==> src/rtl/mem_access_ctrl.sv <==
// LC-3b MEM-stage access controller: runs LDB/LDW/LDI/STB/STW/STI against the
// data memory with a resp handshake and holds the pipeline until the access retires.
module mem_access_ctrl (
  input  logic        clk,
  input  logic        reset_n,
  input  logic        in_valid,
  input  logic [3:0]  in_opcode,
  input  logic [15:0] in_address,
  input  logic [15:0] in_wdata,
  output logic        stall,
  output logic        out_valid,
  output logic [15:0] out_rdata,
  output logic [15:0] out_address,
  output logic        dmem_read,
  output logic        dmem_write,
  output logic [15:0] dmem_address,
  output logic [15:0] dmem_wdata,
  output logic [1:0]  dmem_byte_enable,
  input  logic [15:0] dmem_rdata,
  input  logic        dmem_resp
);

  localparam int DATA_W = 16;

  localparam logic [3:0] OP_LDB = 4'b0010;
  localparam logic [3:0] OP_LDW = 4'b0110;
  localparam logic [3:0] OP_LDI = 4'b1010;
  localparam logic [3:0] OP_STB = 4'b0011;
  localparam logic [3:0] OP_STW = 4'b0111;
  localparam logic [3:0] OP_STI = 4'b1011;

  typedef enum logic [1:0] {IDLE, ACC1, ACC2, DONE} state_t;

  state_t              state;
  logic [3:0]          op_q;
  logic [DATA_W-1:0]   addr_q;
  logic [DATA_W-1:0]   wdata_q;
  logic [DATA_W-1:0]   ptr_q;
  logic [DATA_W-1:0]   rdata_q;

  logic in_is_mem;
  logic q_indirect;
  logic q_byte;
  logic q_direct_store;

  function automatic logic is_mem_op(input logic [3:0] op);
    return (op == OP_LDB) || (op == OP_LDW) || (op == OP_LDI) ||
           (op == OP_STB) || (op == OP_STW) || (op == OP_STI);
  endfunction

  function automatic logic [DATA_W-1:0] sext_byte(input logic [7:0] b);
    logic signed [7:0]        sb;
    logic signed [DATA_W-1:0] wide;
    sb   = b;
    wide = sb;
    return wide;
  endfunction

  assign in_is_mem      = in_valid && is_mem_op(in_opcode);
  assign q_indirect     = (op_q == OP_LDI) || (op_q == OP_STI);
  assign q_byte         = (op_q == OP_LDB) || (op_q == OP_STB);
  // STI's first access is a pointer read, so only STB/STW write in ACC1.
  assign q_direct_store = (op_q == OP_STB) || (op_q == OP_STW);

  assign out_valid   = in_valid && !stall;
  assign out_rdata   = rdata_q;
  assign out_address = q_indirect ? ptr_q : addr_q;

  always_comb begin
    stall            = 1'b0;
    dmem_read        = 1'b0;
    dmem_write       = 1'b0;
    dmem_address     = {addr_q[15:1], 1'b0};
    dmem_wdata       = wdata_q;
    dmem_byte_enable = 2'b11;
    case (state)
      IDLE: stall = in_is_mem;
      ACC1: begin
        stall      = 1'b1;
        dmem_read  = !q_direct_store;
        dmem_write = q_direct_store;
        if (q_byte) begin
          dmem_address     = addr_q;
          dmem_byte_enable = addr_q[0] ? 2'b10 : 2'b01;
          dmem_wdata       = {wdata_q[7:0], wdata_q[7:0]};
        end
      end
      ACC2: begin
        stall        = 1'b1;
        dmem_address = {ptr_q[15:1], 1'b0};
        dmem_read    = (op_q == OP_LDI);
        dmem_write   = (op_q == OP_STI);
      end
      DONE: stall = 1'b0;
      default: stall = 1'b0;
    endcase
  end

  always_ff @(posedge clk or negedge reset_n) begin
    if (!reset_n) begin
      state   <= IDLE;
      op_q    <= '0;
      addr_q  <= '0;
      wdata_q <= '0;
      ptr_q   <= '0;
      rdata_q <= '0;
    end else begin
      case (state)
        IDLE: begin
          if (in_is_mem) begin
            op_q    <= in_opcode;
            addr_q  <= in_address;
            wdata_q <= in_wdata;
            state   <= ACC1;
          end
        end
        ACC1: begin
          if (dmem_resp) begin
            if (q_indirect) begin
              ptr_q <= dmem_rdata;
              state <= ACC2;
            end else begin
              if (op_q == OP_LDW)
                rdata_q <= dmem_rdata;
              else if (op_q == OP_LDB)
                rdata_q <= sext_byte(addr_q[0] ? dmem_rdata[15:8] : dmem_rdata[7:0]);
              state <= DONE;
            end
          end
        end
        ACC2: begin
          if (dmem_resp) begin
            if (op_q == OP_LDI)
              rdata_q <= dmem_rdata;
            state <= DONE;
          end
        end
        // One unstalled cycle lets the pipeline move past the instruction still on the inputs.
        DONE: state <= IDLE;
        default: state <= IDLE;
      endcase
    end
  end

endmodule

==> config.mk <==
export PLATFORM = sky130hd
export DESIGN_NAME = mem_access_ctrl
export DESIGN_NICKNAME = d
export VERILOG_FILES = /design/src/rtl/mem_access_ctrl.sv
export SDC_FILE = /design/constraint.sdc
export NUM_CORES = 1
export LEC_CHECK = 0
export ABC_AREA = 1
export CAP_MARGIN = 5
export CORE_MARGIN = 2
export CORE_UTILIZATION = 46
export CTS_CLUSTER_DIAMETER = 120
export DETAILED_ROUTE_END_ITERATION = 12
export PLACE_DENSITY = 0.81
export REMOVE_ABC_BUFFERS = 1
export SYNTH_ARGS = -nofsm -noshare
export SYNTH_HDL_FRONTEND = slang
export SYNTH_SLANG_ARGS = --single-unit
==> constraint.sdc <==
create_clock -name clk -period 1.93 [get_ports clk]
set_input_delay 0.2895 -clock clk [delete_from_list [all_inputs] [get_ports clk]]
set_output_delay 0.2895 -clock clk [all_outputs]
set_load 0.01 [all_outputs]
==> summary.txt, run 1 <==
status: finished with violations
failing checks: setup timing
IO buf count: 125
Reg clk slew, reported paths: 0.08 ns
std cell rows: 32
gr usage total: 26.0%
#FFs+latches synth: 70
CORE AREA: 7690 um^2
CTS root buffer: clkbuf_8
Final setup viols: 26
Vias: 3544
fill cell count: 580
clk_skew: 0.00810 ns
largest net degree at the start of global routing: 46
Tmin final: 2.01 ns
fraction of layout cells with a size suffix above 1: 31.3%
clk_lat worst skew: 0.35 ns
Pre-Repair DR Iteration Count: 5
starting density of the core: 47.5%
Int Power: 5.68 mW
die height: 93.1 um
commonest non-fill, non-tap cell in the layout: nand2_1
Synth area leader: dfrtp_1
total CTS buffers: 9
Seq. cell area: 1750 um^2
actual slew at the worst max-slew pin: 0.606 ns
crit path max fanout: 7
first-pass GRT wire length: 17600 um
RSZ-0062 raised after global routing: true
# DRC: 0
CP required: 1.64 ns
Fin. Hold Viols: 0
Via-to-Cell Ratio: 5.20
Gate power share: 59.5%
yosys warns: 0
Multi-input gate area: 1750 um^2
ratio of final minimum period to clock period: 104%
maxcap violations: 0
Antenna diodes: 0
DR WL/cell: 16.4 um
Area contributors post-synth: dfrtp_1 48%, nand2_1 14%, mux2_2 9.9%
setup ws final: -0.0797 ns
vias in the first global route: 3582
post-route ant nets: 0
Seq/Total Area, Yosys: 48.0%
Yosys cell types: 26
DRT iter0 DRCs: 263
Layout area overhead: 48.3%
final wirelength: 11100 um
WS Path Type: reg -> out
die extent in x: 93.1 um
Die ar.: 8660 um^2
Mean Syn Cell Area: 8.51 um^2
critical path startpoint category: flip-flop
Pwr Density: 1840 nW/um^2
hpwl dp: 7490 um
Clock Tree Buf Depth: 2
io pins: 126
Clock Sinks: 70
r2r setup slk: 0.08 ns
Final #Nets: 634
most frequent cells in the layout: 126 x nand2_1, 78 x clkdlybuf4s50_1, 69 x dfrtp_1, 37 x inv_1, 33 x o21ai_0
Post-Synthesis Cells: 429
Tot Pwr: 9.98 mW
Synth top area share: 48.0%
Max-slew headroom: 59.6%
Leakage: 2.67 nW
maximum clock frequency: 498 MHz
CTS tree: built
clock share of power: 13.5%
GPL Wtd Cong: 0.862
Net Switching: 4.30 mW
Max IR drop VDD: 860 uV
total grt overflow: 0
H-Tree Depth: 3
placed inst area: 5140 um^2
switching share of total power: 43.1%
Worst Hold Class: reg -> reg
Worst Setup End Kind: primary output
sequential share of power: 27.0%
Final Cell Area: 5410 um^2
Syn Std Cell Area: 3650 um^2
initial antenna violation count: 0
count of pins over their slew limit: 0
Worst EP arrival: 1.72 ns
-- path summary, 6_finish.rpt --
check	startpoint	end	cells past startpoint
min	out_rdata[10]$_DFFE_PN0P_	out_rdata[10]$_DFFE_PN0P_	2
max reg2reg	state[0]$_DFFE_PN0P_	out_rdata[1]$_DFFE_PN0P_	8
max	state[1]$_DFFE_PN0P_	dmem_wdata[15]	10
min reg2reg	out_rdata[10]$_DFFE_PN0P_	out_rdata[10]$_DFFE_PN0P_	2
max in group asynchronous	reset_n	addr_q[14]$_DFFE_PN0P_	3
min in group asynchronous	reset_n	op_q[2]$_DFFE_PN0P_	2
-- cell type report --
| type | count | share of cell area (%) |
|---|---|---|
| sequential | 70 | 32.4 |
| timing repair buffer | 158 | 25.6 |
| multi-input combinational | 291 | 32.3 |
| clock inverter | 5 | 1.50 |
| tap | 102 | 2.36 |
| inverter | 44 | 3.24 |
| clock buffer | 11 | 2.61 |
-- routing by layer --
| metal | track usage (%) | vias to the layer above | routed length (um) |
|---|---|---|---|
| li1 | - | 1664 | - |
| met1 | 31.6 | 1705 | 4540 |
| met2 | 43.5 | 143 | 5680 |
| met3 | 5.24 | 32 | 574 |
| met4 | 13.7 | 0 | 353 |
| met5 | 0 | - | 0 |
-- kinds of logic after synthesis --
| logic type | count (synthesis) | synth area share (%) |
|---|---|---|
| AOI/OAI and AO/OA | 73 | 10.4 |
| adders and majority gates | 4 | 1.37 |
| buffers and inverters | 68 | 8.47 |
| DFF | 70 | 48.0 |
| muxes | 32 | 9.87 |
| and+or+nand+nor | 182 | 21.9 |
-- what timing repair did --
action                                  CTS  global route
setup buffers                             1             4
endpoints found under the setup margin   46            47
endpoints found under the hold margin    44             0
pin swaps                                 4             9
resized for setup                       170            90
hold buffers                              1             0
cloned                                    0             1
-- stage by stage --
step                instances  worst slack [ns]  setup TNS, ns  utilization, %  hold slack (ns)
floorplan                 405            -0.684         -13.82               -         -0.00609
global placement          658           -0.0931          -1.97            66.9            0.336
detailed placement        658            -0.205          -3.93            66.9            0.335
CTS                       676           -0.0867         -0.969            69.2            0.486
global route              681            -0.140          -2.64            70.4            0.498
finish                    681           -0.0797          -1.25            70.4            0.480
-- critical path, stage by stage, from the launching register on --
cell	delay (ns)
dfrtp_1	0.40
inv_2	0.12
ha_4	0.19
inv_4	0.05
nor2_4	0.10
nand2_4	0.08
clkinv_4	0.07
buf_12	0.13
nand2_1	0.05
nand2_1	0.09
buf_6	0.11
-- synth_stat cells (all sizes together) --
master	count
nor2	14
buf	17
inv	43
ha	4
dfrtp	70
nand4	2
nand2	147
nand3	19
clkinv	1
mux2	32
a21oi	6
clkbuf	7
o32ai	1
o21ai	66
-- sequential cells by signal, summed over array words and instances, names as in the netlist --
register and flops:
wdata_q 16, ptr_q 16, out_rdata 16, state 2, addr_q 16, op_q 4
-- power groups by stage --
stage,clock network (mW),logic [mW],registers [mW]
final,1.34,5.94,2.70
after global routing,1.42,6.48,2.77
after CTS,1.35,5.57,2.62
after detailed placement,0,5.84,2.62
after global placement,0,5.67,2.58
after floorplan,0,2.62,2.63
No activity file was read; power rests on OpenSTA's default activity.
==> run 2: changes to the inputs <==
--- a/config.mk
+++ b/config.mk
@@ -16,3 +16,4 @@
 export SYNTH_ARGS = -nofsm -noshare
 export SYNTH_HDL_FRONTEND = slang
 export SYNTH_SLANG_ARGS = --single-unit
+export TNS_END_PERCENT = 10
==> summary.txt, run 2 (synthesized netlist as in run 1, its figures left out) <==
Via-to-Cell Ratio: 5.17 (-0.64%)
Tmin final: 1.99 ns (-0.0241 ns)
starting density of the core: 47.5% (unchanged)
RSZ-0062 raised after global routing: true
hold slack final: 0.481 ns (+0.000891 ns)
Worst Hold Class: reg -> reg
Final Cell Area: 5350 um^2 (-1.2%)
Max IR drop VDD: 859 uV (-0.10%)
total CTS buffers: 9 (unchanged)
fill cell count: 593 (+2.2%)
Int Power: 5.65 mW (-0.43%)
placed inst area: 5140 um^2 (unchanged)
Worst EP arrival: 1.70 ns (-0.02 ns)
Tot Pwr: 9.91 mW (-0.66%)
clock share of power: 13.5% (about the same)
post-route setup TNS: -0.770 ns (+0.480 ns)
Core Util, Final: 69.6% (-0.85 points)
CORE AREA: 7690 um^2 (unchanged)
count of pins over their slew limit: 0 (unchanged)
Seq. cell area: 1750 um^2 (about the same)
Max-slew headroom: 59.1% (-0.50 points)
Setup WS pre-CTS: -0.205 ns (unchanged)
slowest CP cell: dfrtp_1
DRT iter0 DRCs: 223 (-15%)
Reg clk slew, reported paths: 0.08 ns (about the same)
IO buf count: 125 (unchanged)
Leakage: 2.63 nW (-1.2%)
Clock Tree Buf Depth: 2 (unchanged)
Die ar.: 8660 um^2 (unchanged)
gr usage total: 25.7% (-0.31 points)
initial antenna violation count: 0 (unchanged)
CTS root buffer: clkbuf_8
switching share of total power: 43.0% (-0.13 points)
CP max stage delay: 0.40 ns (about the same)
Pwr Density: 1850 nW/um^2 (+0.55%)
Fin. Hold Viols: 0 (unchanged)
vias in the first global route: 3549 (-0.92%)
CP required: 1.64 ns (about the same)
Vias: 3511 (-0.93%)
maximum clock frequency: 504 MHz (+1.2%)
hpwl dp: 7490 um (unchanged)
Layout area overhead: 46.6%
Final #Nets: 632 (-0.32%)
CP Cell Sequence: inv_2 > ha_4 > buf_8 > nand2_1 > o32ai_2 > buf_2
# DRC: 0 (unchanged)
CP top delay family: buffers and inverters
most frequent cells in the layout: 132 x nand2_1, 78 x clkdlybuf4s50_1, 68 x dfrtp_1, 37 x inv_1, 32 x mux2_2
Net Switching: 4.26 mW (-0.96%)
io pins: 126 (unchanged)
die height: 93.1 um (unchanged)
crit path max fanout: 22 (+15)
Multi-input gate area: 1710 um^2 (-2.0%)
worst path bufs/invs: 3 (-2)
largest net degree at the start of global routing: 46 (unchanged)
GPL Wtd Cong: 0.862 (unchanged)
ratio of final minimum period to clock period: 103% (-1.2 points)
commonest non-fill, non-tap cell in the layout: nand2_1
post-route ant nets: 0 (unchanged)
WS Path Type: reg -> out
H-Tree Depth: 3 (unchanged)
status: finished with violations
Worst Setup End Kind: primary output
total grt overflow: 0 (unchanged)
maxcap violations: 0 (unchanged)
number of cells in the design after placement: 658 (unchanged)
Clock Sinks: 70 (unchanged)
DR WL/cell: 16.2 um (-1.1%)
actual slew at the worst max-slew pin: 0.613 ns (+0.00753 ns)
first-pass GRT wire length: 17400 um (-0.90%)
Antenna diodes: 0 (unchanged)
fraction of layout cells with a size suffix above 1: 30.0% (-1.3 points)
die extent in x: 93.1 um (unchanged)
Pre-Repair DR Iteration Count: 5 (unchanged)
Post-Layout Cell Count: 679 (-0.29%)
failing checks: setup timing
std cell rows: 32 (unchanged)
final wirelength: 11000 um (-1.4%)
sequential share of power: 27.1% (about the same)
Final setup viols: 23 (-12%)
Gate power share: 59.4% (about the same)
CTS tree: built
clk_skew: 0.00695 ns (-0.00116 ns)
clk_lat worst skew: 0.35 ns (about the same)
setup ws final: -0.0556 ns (+0.0241 ns)
critical path startpoint category: flip-flop
## run 2: cell types whose count changed in the layout (fill, tap and decap cells not counted), moves of 3 or more
| cell | previous run | this run |
|---|---|---|
| o21ai_1 | 20 | 24 |
| buf_2 | 25 | 29 |
| buf_6 | 5 | 2 |
| nand2_1 | 126 | 132 |
| nand2_2 | 17 | 12 |
## run 2: layout make-up
type	instances	share of cell area, %
Sequential cell	70	32.8
Multi-Input combinational cell	291	32.0
Timing Repair Buffer	156	25.3
Inverter	44	3.37
Clock buffer	11	2.64
Tap cell	102	2.39
Clock inverter	5	1.52
## run 2: routing by layer
layer / wire, um / GRT usage (%) / vias to the layer above
met5: 0 / 0 / -
met4: 366 / 11.9 / 0
met3: 514 / 5.16 / 31
met2: 5630 / 43.5 / 119
met1: 4470 / 31.5 / 1697
li1: - / - / 1664
## run 2: worst paths after layout
kind	from	end	slack, ns	depth (start not counted)
max	state[1]$_DFFE_PN0P_	dmem_write	-0.06	6
min	out_rdata[10]$_DFFE_PN0P_	out_rdata[10]$_DFFE_PN0P_	0.48	2
max reg2reg	state[1]$_DFFE_PN0P_	out_rdata[2]$_DFFE_PN0P_	0.09	10
min reg2reg	out_rdata[10]$_DFFE_PN0P_	out_rdata[10]$_DFFE_PN0P_	0.48	2
max in group asynchronous	reset_n	op_q[1]$_DFFE_PN0P_	0.88	3
min in group asynchronous	reset_n	addr_q[9]$_DFFE_PN0P_	0.49	2
## run 2: repair_timing
item,4_1_cts,5_1_grt
cloned,0,1
buffers inserted,0,3
hold buffers,1,0
endpoints found under the setup margin,46,46
pin swaps,5,8
endpoints found under the hold margin,44,0
resized for setup,177,76
## run 2: tightest hold or removal path, cell delays in order (launching register included)
cell     delay (ns)
dfrtp_1        0.35
nand2_1        0.05
nand2_1        0.05
## run 2: power groups by stage
stage | clock, mW | combinational, mW | sequential (mW)
2_1_floorplan | 0 | 2.62 | 2.63
3_5_place_dp | 0 | 5.84 | 2.62
3_3_place_gp | 0 | 5.67 | 2.58
4_1_cts | 1.35 | 5.56 | 2.64
5_1_grt | 1.42 | 6.43 | 2.77
6_report | 1.34 | 5.89 | 2.69
